### config.mk
export PLATFORM = sky130hd
export DESIGN_NAME = irq_trap_ctrl
export DESIGN_NICKNAME = d
export VERILOG_FILES = /design/src/rtl/irq_trap_ctrl.sv
export SDC_FILE = /design/constraint.sdc
export NUM_CORES = 1
export LEC_CHECK = 0
export BUFFER_PORTS_ARGS = -buffer_cell sky130_fd_sc_hd__buf_4
export CAP_MARGIN = 10
export CORE_MARGIN = 3
export CORE_UTILIZATION = 30
export DETAILED_ROUTE_END_ITERATION = 10
export GPL_ROUTABILITY_DRIVEN = 0
export PLACE_DENSITY_LB_ADDON = 0.25
export SETUP_SLACK_MARGIN = 0.1
export SLEW_MARGIN = 20
export SYNTH_ARGS = -nofsm -noshare
export SYNTH_HDL_FRONTEND = slang
export SYNTH_SLANG_ARGS = --single-unit
### constraint.sdc
create_clock -name clk -period 1.7 [get_ports clk]
set_input_delay 0.17 -clock clk [delete_from_list [all_inputs] [get_ports clk]]
set_output_delay 0.17 -clock clk [all_outputs]
set_load 0.005 [all_outputs]
### src/rtl/irq_trap_ctrl.sv
// Machine-mode interrupt entry sequencer: synchronises irq lines, maintains mip, arbitrates,
// flushes the pipeline and commits mepc/mcause. Define IRQ_VECTORED_EN for vectored trap_pc.
module irq_trap_ctrl #(
    parameter int SYNC_STAGES = 2,
    parameter int FLUSH_MAX   = 15
) (
    input  logic        clk,
    input  logic        rst_n,
    input  logic        ext_irq,
    input  logic        timer_irq,
    input  logic        sw_irq,
    input  logic [31:0] mip,
    output logic [31:0] mip_in,
    output logic        wr_mip,
    input  logic [31:0] mie,
    input  logic        mstatus_mie,
    input  logic [31:0] mtvec,
    input  logic        mret,
    input  logic [31:0] pc_resume,
    output logic        flush_req,
    input  logic        flush_ack,
    output logic        trap_take,
    output logic [31:0] trap_pc,
    output logic        wr_mepc,
    output logic [31:0] mepc_out,
    output logic        wr_mcause,
    output logic [31:0] mcause_out,
    output logic        irq_busy,
    output logic        irq_err
);

    localparam int CNT_W = $clog2(FLUSH_MAX + 1);

    typedef enum logic [1:0] {
        IDLE,
        FLUSH,
        TRAP,
        SETTLE
    } state_t;

    logic [SYNC_STAGES-1:0] ext_sync_q, tmr_sync_q, sw_sync_q;
    logic                   s_ext, s_tmr, s_sw;

    state_t      state_q, state_d;
    logic [3:0]  code_q, code_d;
    logic [CNT_W-1:0] cnt_q, cnt_d;
    logic        flush_req_q, flush_req_d;
    logic        trap_take_q, trap_take_d;
    logic [31:0] mepc_q, mepc_d;
    logic [31:0] mcause_q, mcause_d;
    logic [31:0] trap_pc_q, trap_pc_d;
    logic        irq_err_q, irq_err_d;
    logic        irq_busy_q, irq_busy_d;
    logic        wr_mip_q, wr_mip_d;
    logic [31:0] mip_in_q, mip_in_d;

    logic [31:0] pend;
    logic        pend_any;
    logic [3:0]  arb_code;
    logic [31:0] trap_base;
    logic [31:0] trap_target;
    logic        unused_bits;

    always_ff @(posedge clk or negedge rst_n) begin
        if (!rst_n) begin
            ext_sync_q <= '0;
            tmr_sync_q <= '0;
            sw_sync_q  <= '0;
        end else begin
            ext_sync_q <= {ext_sync_q[SYNC_STAGES-2:0], ext_irq};
            tmr_sync_q <= {tmr_sync_q[SYNC_STAGES-2:0], timer_irq};
            sw_sync_q  <= {sw_sync_q[SYNC_STAGES-2:0], sw_irq};
        end
    end

    assign s_ext = ext_sync_q[SYNC_STAGES-1];
    assign s_tmr = tmr_sync_q[SYNC_STAGES-1];
    assign s_sw  = sw_sync_q[SYNC_STAGES-1];

    always_comb begin
        mip_in_d     = mip;
        mip_in_d[11] = s_ext;
        mip_in_d[7]  = s_tmr;
        mip_in_d[3]  = s_sw;
        wr_mip_d     = ({s_ext, s_tmr, s_sw} != {mip[11], mip[7], mip[3]});
    end

    // Fixed priority MEI > MSI > MTI, qualified by mie and the global enable.
    always_comb begin
        pend     = mip & mie & {32{mstatus_mie}};
        pend_any = pend[11] | pend[7] | pend[3];
        if (pend[11]) begin
            arb_code = 4'd11;
        end else if (pend[3]) begin
            arb_code = 4'd3;
        end else begin
            arb_code = 4'd7;
        end
    end

    assign trap_base = {mtvec[31:2], 2'b00};

`ifdef IRQ_VECTORED_EN
    assign trap_target = (mtvec[1:0] == 2'b01) ? (trap_base + {26'b0, code_q, 2'b00}) : trap_base;
`else
    assign trap_target = trap_base;
`endif

    assign unused_bits = ^{pend[31:12], pend[10:8], pend[6:4], pend[2:0], mtvec[1:0]};

    always_comb begin
        state_d     = state_q;
        code_d      = code_q;
        cnt_d       = cnt_q;
        flush_req_d = flush_req_q;
        trap_take_d = 1'b0;
        mepc_d      = mepc_q;
        mcause_d    = mcause_q;
        trap_pc_d   = trap_pc_q;
        irq_err_d   = irq_err_q;
        case (state_q)
            IDLE: begin
                if (pend_any && !mret) begin
                    code_d      = arb_code;
                    cnt_d       = '0;
                    flush_req_d = 1'b1;
                    state_d     = FLUSH;
                end
            end
            FLUSH: begin
                // Cause stays committed even if the pending bit drops while draining.
                if (flush_ack) begin
                    mepc_d      = pc_resume;
                    mcause_d    = {1'b1, 27'b0, code_q};
                    trap_pc_d   = trap_target;
                    flush_req_d = 1'b0;
                    trap_take_d = 1'b1;
                    state_d     = TRAP;
                end else if (cnt_q == CNT_W'(FLUSH_MAX - 1)) begin
                    flush_req_d = 1'b0;
                    irq_err_d   = 1'b1;
                    state_d     = IDLE;
                end else begin
                    cnt_d = cnt_q + CNT_W'(1);
                end
            end
            TRAP: begin
                state_d = SETTLE;
            end
            SETTLE: begin
                state_d = IDLE;
            end
            default: begin
                state_d     = IDLE;
                flush_req_d = 1'b0;
            end
        endcase
        irq_busy_d = (state_d != IDLE);
    end

    always_ff @(posedge clk or negedge rst_n) begin
        if (!rst_n) begin
            state_q     <= IDLE;
            code_q      <= '0;
            cnt_q       <= '0;
            flush_req_q <= 1'b0;
            trap_take_q <= 1'b0;
            mepc_q      <= '0;
            mcause_q    <= '0;
            trap_pc_q   <= '0;
            irq_err_q   <= 1'b0;
            irq_busy_q  <= 1'b0;
            wr_mip_q    <= 1'b0;
            mip_in_q    <= '0;
        end else begin
            state_q     <= state_d;
            code_q      <= code_d;
            cnt_q       <= cnt_d;
            flush_req_q <= flush_req_d;
            trap_take_q <= trap_take_d;
            mepc_q      <= mepc_d;
            mcause_q    <= mcause_d;
            trap_pc_q   <= trap_pc_d;
            irq_err_q   <= irq_err_d;
            irq_busy_q  <= irq_busy_d;
            wr_mip_q    <= wr_mip_d;
            mip_in_q    <= mip_in_d;
        end
    end

    assign mip_in     = mip_in_q;
    assign wr_mip     = wr_mip_q;
    assign flush_req  = flush_req_q;
    assign trap_take  = trap_take_q;
    assign wr_mepc    = trap_take_q;
    assign wr_mcause  = trap_take_q;
    assign trap_pc    = trap_pc_q;
    assign mepc_out   = mepc_q;
    assign mcause_out = mcause_q;
    assign irq_busy   = irq_busy_q;
    assign irq_err    = irq_err_q;

endmodule
==> results of run 1 <==
## per-layer routing
metal / vias up / wire [microns] / GRT usage
met5: - / 0 / 0
met4: 0 / 138 / 0.0536
met2: 147 / 6080 / 0.264
met3: 15 / 942 / 0.0695
li1: 1525 / - / -
met1: 1600 / 4000 / 0.151
## kinds of logic (layout without fill, tap and decap cells)
group           count (synthesis)  in the layout
simple gates                   25             25
compound gates                 15             15
xor+xnor                        3              3
other cells                     1             29
mux                            65             65
fa+ha+maj                       2              2
flops                         118            118
buf+inv                        41            353
## worst min path at each step
stage / to / slack [ns]
floorplan: cnt_q[0] / -0.13
global placement: mip_in[27] / 0.11
detailed placement: mip_in[13] / 0.12
CTS: wr_mip / 0.02
global route: wr_mip / 0.02
finish: wr_mip / 0.04
## per-stage QoR
step	hold WS [ns]	instance area, sq um
6_report	0.0357	7610
5_1_grt	0.0219	7610
4_1_cts	0.0165	7590
3_5_place_dp	0.122	6040
3_3_place_gp	0.115	6040
2_1_floorplan	-0.126	4380
## layout make-up
type,instances,area (sq um),share of cell area
Inverter,2,7.51,0.000986
Timing Repair Buffer,319,2690,0.353
Clock inverter,15,156,0.0205
Tap cell,176,220,0.0289
Sequential cell,118,2950,0.388
Clock buffer,17,425,0.0559
Multi-Input combinational cell,139,1170,0.153
## report_power, final
group / total, mW / internal, mW / switching, mW
logic: 3.46 / 2.28 / 1.17
registers: 4.27 / 3.77 / 0.502
clock network: 3.46 / 2.15 / 1.30
total: 11.2 / 8.21 / 2.98
## synthesized netlist by cell type, drive strengths merged, types with 2 or more instances
cell    number
buf         39
dfrtp      118
ha           2
inv          2
mux2        65
nand2        3
nand2b       2
nand3        5
nor2         3
nor3b        2
o21ai        6
or2          2
or2b         2
xnor2        3
## sequential cells by signal, summed over array words and instances, names as in the netlist
name,flops
irq_busy,1
irq_err,1
code_q,3
cnt_q,4
tmr_sync_q,2
mip_in,32
state_q,2
wr_mip,1
trap_take,1
ext_sync_q,2
flush_req,1
mepc_out,32
sw_sync_q,2
trap_pc,30
mcause_out,4
## worst min-delay path, delay by kind of cell
kind	cells	cell delay (ns)
xor gates and xnor gates	1	0.06
buffers and inverters	1	0.10
and+or+nand+nor	1	0.08
## what timing repair did
action,4_1_cts,5_1_grt
pin swaps,0,1
endpoints found under the setup margin,2,69
buffers inserted,1,3
gates resized for setup,0,2
endpoints found under the hold margin,122,0
hold buffers,96,0
## placed cells by master (no fill, tap or decap), types with 3 or more instances in the layout
cell type / count
sky130_fd_sc_hd__buf_12: 4
sky130_fd_sc_hd__clkinv_4: 4
sky130_fd_sc_hd__clkinvlp_4: 5
sky130_fd_sc_hd__nand3_1: 5
sky130_fd_sc_hd__o21ai_0: 6
sky130_fd_sc_hd__dlygate4sd3_1: 96
sky130_fd_sc_hd__clkinv_2: 3
sky130_fd_sc_hd__buf_4: 219
sky130_fd_sc_hd__mux2_2: 65
sky130_fd_sc_hd__dfrtp_1: 118
sky130_fd_sc_hd__clkbuf_16: 17
sky130_fd_sc_hd__xnor2_1: 3
sky130_fd_sc_hd__conb_1: 29
==> metrics.txt, run 1 <==
outcome completed; average detailed-routed wire length per instance 14.2 microns; required arrival time at the worst endpoint 1.99 ns; area added between synthesis and finish 78.1%; clock sink count 118; count of antenna diodes in the layout 0; worst-case register-to-register setup slack 0.08 ns; Max Fclk 619 MHz; number of cells on the worst hold path 3; fraction of the yosys area taken by sequential cells 0.691; post-DR vias/cell 4.18; number of hold violations in the final report 0; unique cell type count in the Yosys netlist 33; number of nets in the layout 735; Synth Area in Compound Gates 0.0249; Post-Place Worst Slack 0.0641 ns; register clock-pin slew on the reported worst setup and hold paths 0.06 ns; GR Overflow Total 0; fraction of synthesized cell area taken by the top area cell type 0.691; post-synthesis mux area share 0.171; clock tree from TritonCTS yes; critical path launch point state_q[1]; launch point of the worst hold path mip[7]; highest fanout seen on the critical path 4; cell area after technology mapping 4280 sq um; global-route wire length before repair 18200 microns; number of global-route vias before repair 3665; core occupancy in the finished layout 0.559; type of the worst setup path flop to flop; number of input and output port buffers inserted 210; total length of routed wires 11200 microns; kind of end point of the critical path flop; global-route usage over all layers 0.148; type of the most critical hold path input port to flop; fraction of registers with async set/reset 1.00; CP startpoint kind flop; non-filler cells, final 786; largest area contributor in the netlist sky130_fd_sc_hd__dfrtp_1; Initial DRT Pass Iterations 4; area inside the core boundary 13600 sq um; ordered cell list for the critical path or4b_4 > or2_4 > a311o_1; period utilisation layout 0.951; clock root buffer sky130_fd_sc_hd__clkbuf_16; worst-case clock skew 0.00833 ns; Via Count 3287; final critical delay including setup and external delays 1.62 ns; Clock Tree Buf Depth 2; post-synthesis xor/xnor area fraction 0.00615; worst reg2reg path depth 3; RSZ-0062 raised after global routing true; Worst Path Buf+Inv 0; share of layout cells above drive strength 1 0.536; horizontal extent of the die 125 microns; maximum number of pins on one net before global-route repair 47; detailed-route DRC error count 0; Arrival @ worst endpoint 1.91 ns; cell count after placement 654; number of antenna violations at the first check in global routing 0; Reg2Reg Capture Point cnt_q[2]; Starting Density 0.314; die outline area 15700 sq um; # fillers 1093; critical-path cell with the highest stage delay sky130_fd_sc_hd__or4b_4; Pwr Total 11.2 mW; Crit path max-delay family simple AND/OR/NAND/NOR gates; Max H-tree Level 4; yosys warns 0; slack of the critical path 0.0835 ns; number of nets with antenna violations after detailed routing 0; post-synthesis cell count 270; number of placed I/O pins 271; Clk Latency, worst-skew pair 0.41 ns; die boundary height 125 microns; count of state elements after synthesis 118; Critical path destination cnt_q[2]; mean post-synth cell area 15.8 sq um; cts bufs inserted 17; total of endpoints with negative setup slack in the final report 0; summed negative setup slack over all endpoints 0 ns; worst-case vdd ir drop 0.792 mV; main area contributors after synthesis sky130_fd_sc_hd__dfrtp_1, sky130_fd_sc_hd__mux2_2, sky130_fd_sc_hd__buf_4, sky130_fd_sc_hd__o21ai_0, sky130_fd_sc_hd__xnor2_1; stages on the worst setup path 3; number of synthesized flops with an enable pin 0; post-synthesis adder-cell area fraction 0.00585; combinational family with the most area after synthesis multiplexers; total number of placement rows 42; simple-gate area share of the yosys netlist 0.0357; startpoint of the lowest-slack register-to-register path state_q[1]; placed wire-length estimate after detailed placement 7470 microns; slowest cell delay on critical path 0.53 ns; number of max-cap violations 0; fin. max-slew vios 0; dominant register cell in the synthesized netlist sky130_fd_sc_hd__dfrtp_1; P_leak 3.67 nW; count of routing violations after the opening detailed-route iteration 91; power density over the cells 1470 nW/um^2
No activity file was read; power rests on OpenSTA's default activity.
==> inputs of run 2 (changes only) <==
--- a/config.mk
+++ b/config.mk
@@ -13,6 +13,7 @@
 export GPL_ROUTABILITY_DRIVEN = 0
 export PLACE_DENSITY_LB_ADDON = 0.25
 export SETUP_SLACK_MARGIN = 0.1
+export SKIP_LAST_GASP = 1
 export SLEW_MARGIN = 20
 export SYNTH_ARGS = -nofsm -noshare
 export SYNTH_HDL_FRONTEND = slang
==> constraint.sdc (replaced) <==
create_clock -name clk -period 1.5 [get_ports clk]
set_input_delay 0.15 -clock clk [delete_from_list [all_inputs] [get_ports clk]]
set_output_delay 0.15 -clock clk [all_outputs]
set_load 0.005 [all_outputs]
==> run 2 against run 1 <==
The flow now finishes with violations (setup timing); maximum frequency is 0.50% higher; wire length is 1.9% higher; clock power is 12% higher; cell area is 0.85% higher; first-iteration DRC count is 4.4% lower; critical path type unchanged; critical endpoint unchanged; largest cell class unchanged; highest routed layer unchanged.
==> metrics.txt, run 2 (same netlist as run 1, synthesis figures left out) <==
P_leak 3.70 nW; number of nets in the layout 739; logic gate share of total power 0.315; number of hold violations in the final report 0; number of input and output port buffers inserted 210; total of endpoints with negative setup slack in the final report 3; slack of the critical path -0.108 ns; Post-Place Worst Slack -0.115 ns; global-route wire length before repair 18700 microns; die outline area 15700 sq um; total number of placement rows 42; worst-case clock skew 0.00464 ns; clock tree from TritonCTS yes; type of the most critical hold path input port to flop; clock root buffer sky130_fd_sc_hd__clkbuf_16; Via Count 3318; flip-flop and latch area 2950 sq um; Worst Path Buf+Inv 0; critical-path cell with the highest stage delay sky130_fd_sc_hd__or4b_4; outcome finished, violations left; fraction of power consumed by sequential logic 0.381; Design Area, Final 7680 sq um; detailed-route DRC error count 0; ordered cell list for the critical path or4b_4 > or2_4 > a311o_1; post-DR vias/cell 4.20; Max H-tree Level 4; RSZ-0062 raised after global routing true; slowest cell delay on critical path 0.53 ns; clock sink count 118; CP startpoint kind flop; Max Fclk 622 MHz; placed wire-length estimate after detailed placement 7960 microns; Clk Latency, worst-skew pair 0.40 ns; GR Overflow Total 0; Initial DRT Pass Iterations 4; kind of end point of the critical path flop; count of routing violations after the opening detailed-route iteration 87; fin. max-slew vios 0; number of antenna violations at the first check in global routing 0; Arrival @ worst endpoint 1.89 ns; area added between synthesis and finish 79.6%; count of antenna diodes in the layout 0; total length of routed wires 11400 microns; horizontal extent of the die 125 microns; cts bufs inserted 17; final critical delay including setup and external delays 1.61 ns; number of nets with antenna violations after detailed routing 0; # fillers 1092; worst-case register-to-register setup slack -0.11 ns; core occupancy in the finished layout 0.564; highest-count cells in the layout ignoring fill and taps sky130_fd_sc_hd__buf_4, sky130_fd_sc_hd__dfrtp_1, sky130_fd_sc_hd__dlygate4sd3_1, sky130_fd_sc_hd__mux2_2, sky130_fd_sc_hd__conb_1; register clock-pin slew on the reported worst setup and hold paths 0.05 ns; Clock Tree Buf Depth 2; switching power share of the total 0.262; number of max-cap violations 0; worst-case vdd ir drop 0.973 mV; Starting Density 0.314; average detailed-routed wire length per instance 14.4 microns; die boundary height 125 microns; most common cell after layout, fill and taps aside sky130_fd_sc_hd__buf_4; maximum number of pins on one net before global-route repair 42; highest fanout seen on the critical path 2; Placed Area 6080 sq um; share of layout cells above drive strength 1 0.544; violations in the final reports setup timing; hold_ws 0.0307 ns; required arrival time at the worst endpoint 1.79 ns; Net Switching 3.34 mW; global-route usage over all layers 0.151; area occupied by multi-input gates 1190 sq um; area inside the core boundary 13600 sq um; power density over the cells 1660 nW/um^2; Crit path max-delay family simple AND/OR/NAND/NOR gates; period utilisation layout 1.07; share of power burned in the clock network 0.304; Power Internal 9.40 mW; type of the worst setup path flop to flop; number of placed I/O pins 271; number of global-route vias before repair 3777
==> run 2: cell type report <==
cell class,count,area share
Clock buffer,20,0.0582
Clock inverter,12,0.0169
Timing Repair Buffer,323,0.356
Tap cell,176,0.0287
Sequential cell,118,0.385
Inverter,2,0.000978
Multi-Input combinational cell,139,0.155
==> run 2: metal layers <==
metal	routed length (microns)	global-route usage
met3	928	0.0614
met5	0	0
met2	6140	0.270
met4	220	0.0663
met1	4090	0.154
==> run 2: final timing paths <==
check                      cells after the start     startpoint       endpoint
setup / recovery                               3     state_q[1]       cnt_q[2]
hold / removal                                 3        mip[11]         wr_mip
setup reg to reg                               3     state_q[1]       cnt_q[2]
hold reg to reg                                0  tmr_sync_q[0]  tmr_sync_q[1]
max in group asynchronous                      3          rst_n   mepc_out[15]
min in group asynchronous                      2          rst_n     mip_in[22]
==> run 2: worst reg2reg max path: stages (launching register included) <==
cell,delay [ns]
sky130_fd_sc_hd__dfrtp_1,0.38
sky130_fd_sc_hd__or4b_4,0.53
sky130_fd_sc_hd__or2_4,0.25
sky130_fd_sc_hd__a311o_1,0.34
==> run 2: power by group through the flow <==
stage / clock network [mW] / logic [mW] / registers, mW
2_1_floorplan: 0 / 1.51 / 4.91
3_3_place_gp: 0 / 3.73 / 4.83
6_report: 3.88 / 4.02 / 4.85
4_1_cts: 4.00 / 4.07 / 4.84
5_1_grt: 4.16 / 4.39 / 4.99
3_5_place_dp: 0 / 3.79 / 4.88
==> run 2: repair_timing <==
action,in CTS,in global routing
hold buffers,96,0
pin swaps,6,7
hold endpoints to repair,126,0
setup endpoints to repair,75,75
gates resized for setup,11,4
buffers inserted,2,0
==> run 2: stage by stage <==
step	power, mW	TNS [ns]	instances
5_1_grt	13.5	-0.814	790
6_report	12.7	-0.223	790
3_3_place_gp	8.56	-0.124	660
4_1_cts	12.9	-1.39	790
2_1_floorplan	6.42	-0.111	298
3_5_place_dp	8.67	-0.278	660
==> inputs of run 3 (changes only) <==
--- a/config.mk
+++ b/config.mk
@@ -11,6 +11,7 @@
 export CORE_UTILIZATION = 30
 export DETAILED_ROUTE_END_ITERATION = 10
 export GPL_ROUTABILITY_DRIVEN = 0
+export MAX_ROUTING_LAYER = met4
 export PLACE_DENSITY_LB_ADDON = 0.25
 export SETUP_SLACK_MARGIN = 0.1
 export SKIP_LAST_GASP = 1
==> constraint.sdc (replaced) <==
create_clock -name clk -period 1.43 [get_ports clk]
set_input_delay 0.286 -clock clk [delete_from_list [all_inputs] [get_ports clk]]
set_output_delay 0.286 -clock clk [all_outputs]
set_load 0.005 [all_outputs]
==> run 3 against run 2 <==
The run still ends with setup timing left; maximum frequency up 1.5%; die area unchanged; core utilization down 1.8 points; non-clock buffer count down 43; register-to-register slack worse by 0.05 ns; hold slack better by 0.077 ns; wire length up 2.5%; largest cell class unchanged; highest routed layer unchanged.
==> metrics.txt, run 3 (same netlist as run 1, synthesis figures left out) <==
outcome finished, violations left; violations in the final reports setup timing; # fillers 1122; Crit path max-delay family simple AND/OR/NAND/NOR gates; worst-case vdd ir drop 1.01 mV; horizontal extent of the die 125 microns; Clock Tree Buf Depth 2; number of placed I/O pins 271; RSZ-0062 raised after global routing true; flip-flop and latch area 2950 sq um; number of hold violations in the final report 0; final critical delay including setup and external delays 1.58 ns; total of endpoints with negative setup slack in the final report 68; fin. max-slew vios 0; placed wire-length estimate after detailed placement 7670 microns; highest fanout seen on the critical path 3; clock root buffer sky130_fd_sc_hd__clkbuf_16; required arrival time at the worst endpoint 1.72 ns; Max Fclk 631 MHz; die boundary height 125 microns; Initial DRT Pass Iterations 4; summed negative setup slack over all endpoints -5.62 ns; Starting Density 0.314; total length of routed wires 11700 microns; post-DR vias/cell 4.28; register clock-pin slew on the reported worst setup and hold paths 0.06 ns; type of the worst setup path flop to flop; clock sink count 118; number of input and output port buffers inserted 210; area occupied by multi-input gates 1210 sq um; total number of placement rows 42; most common cell after layout, fill and taps aside sky130_fd_sc_hd__buf_4; count of routing violations after the opening detailed-route iteration 66; global-route wire length before repair 18200 microns; P_leak 3.65 nW; slowest cell delay on critical path 0.52 ns; cts bufs inserted 17; Via Count 3199; ordered cell list for the critical path or4b_4 > or2_4 > a311o_1; hold_ws 0.108 ns; slack of the critical path -0.154 ns; Clk Latency, worst-skew pair 0.40 ns; Arrival @ worst endpoint 1.87 ns; type of the most critical hold path input port to flop; Max H-tree Level 4; average detailed-routed wire length per instance 15.6 microns; clock tree from TritonCTS yes; number of nets in the layout 696; kind of end point of the critical path flop; area added between synthesis and finish 74.0%; worst-case clock skew 0.00554 ns; number of nets with antenna violations after detailed routing 0; number of global-route vias before repair 3554; maximum number of pins on one net before global-route repair 42; power density over the cells 1880 nW/um^2; GR Overflow Total 0; die outline area 15700 sq um; global-route usage over all layers 0.155; Worst Path Buf+Inv 0; highest-count cells in the layout ignoring fill and taps sky130_fd_sc_hd__buf_4, sky130_fd_sc_hd__dfrtp_1, sky130_fd_sc_hd__mux2_2, sky130_fd_sc_hd__dlygate4sd3_1, sky130_fd_sc_hd__conb_1; critical-path cell with the highest stage delay sky130_fd_sc_hd__or4b_4; share of layout cells above drive strength 1 0.618; number of max-cap violations 0; CP startpoint kind flop; area inside the core boundary 13600 sq um; number of antenna violations at the first check in global routing 0; detailed-route DRC error count 0; period utilisation layout 1.11
## run 3: cell types whose count changed in the layout (fill, tap and decap cells not counted), sizes merged
cell / change
clkinv: +2
inv: +3
dlygate4sd3: -63
clkinvlp: -4
diode: +1
buf: +19
## run 3: power by group
part           internal (mW)  switching (mW)
combinational           3.15            1.58
sequential              4.48           0.574
clock                   2.63            1.54
## run 3: worst paths after layout
| kind | start | end | slack (ns) | cells after the start |
|---|---|---|---|---|
| min in group asynchronous | rst_n | mepc_out[13] | 0.33 | 2 |
| hold reg to reg | tmr_sync_q[0] | tmr_sync_q[1] | 0.35 | 0 |
| max in group asynchronous | rst_n | mip_in[30] | 0.53 | 3 |
| setup / recovery | state_q[1] | cnt_q[2] | -0.15 | 3 |
| hold / removal | pc_resume[13] | mepc_out[13] | 0.11 | 2 |
| setup reg to reg | state_q[1] | cnt_q[2] | -0.15 | 3 |
## run 3: final cells by class
type,count,share of cell area
antenna,1,0.000336
clock buffer,19,0.0596
clock inverter,13,0.0199
inverter,2,0.00101
multi-input combinational,139,0.162
sequential,118,0.397
tap,176,0.0296
timing repair buffer,280,0.330
## run 3: worst register-to-register path, cell delays in order (launching register included)
cell and delay [ns]:
sky130_fd_sc_hd__dfrtp_1 0.40, sky130_fd_sc_hd__or4b_4 0.53, sky130_fd_sc_hd__or2_4 0.24, sky130_fd_sc_hd__a311o_1 0.31
## run 3: through the flow
stage,setup slack [ns],power [mW],cells,utilization,area (sq um)
floorplan,-0.181,6.76,298,-,4420
global placement,-0.157,9.01,665,0.450,6130
detailed placement,-0.167,9.15,665,0.450,6130
CTS,-0.158,14.1,745,0.542,7380
global route,-0.186,14.7,747,0.546,7430
finish,-0.154,14.0,748,0.546,7440
## run 3: what timing repair did
action,in CTS,in global routing
endpoints found under the setup margin,75,77
resized for setup,21,3
hold buffers,33,0
pin swaps,6,4
setup buffers,8,1
gates cloned,7,1
endpoints found under the hold margin,52,0
## run 3: metal layers
metal | GRT usage | wire length [microns] | up-vias
li1 | - | - | 1457
met5 | - | 0 | -
met3 | 0.0473 | 796 | 19
met1 | 0.165 | 4410 | 1578
met2 | 0.264 | 6190 | 145
met4 | 0.0727 | 262 | 0
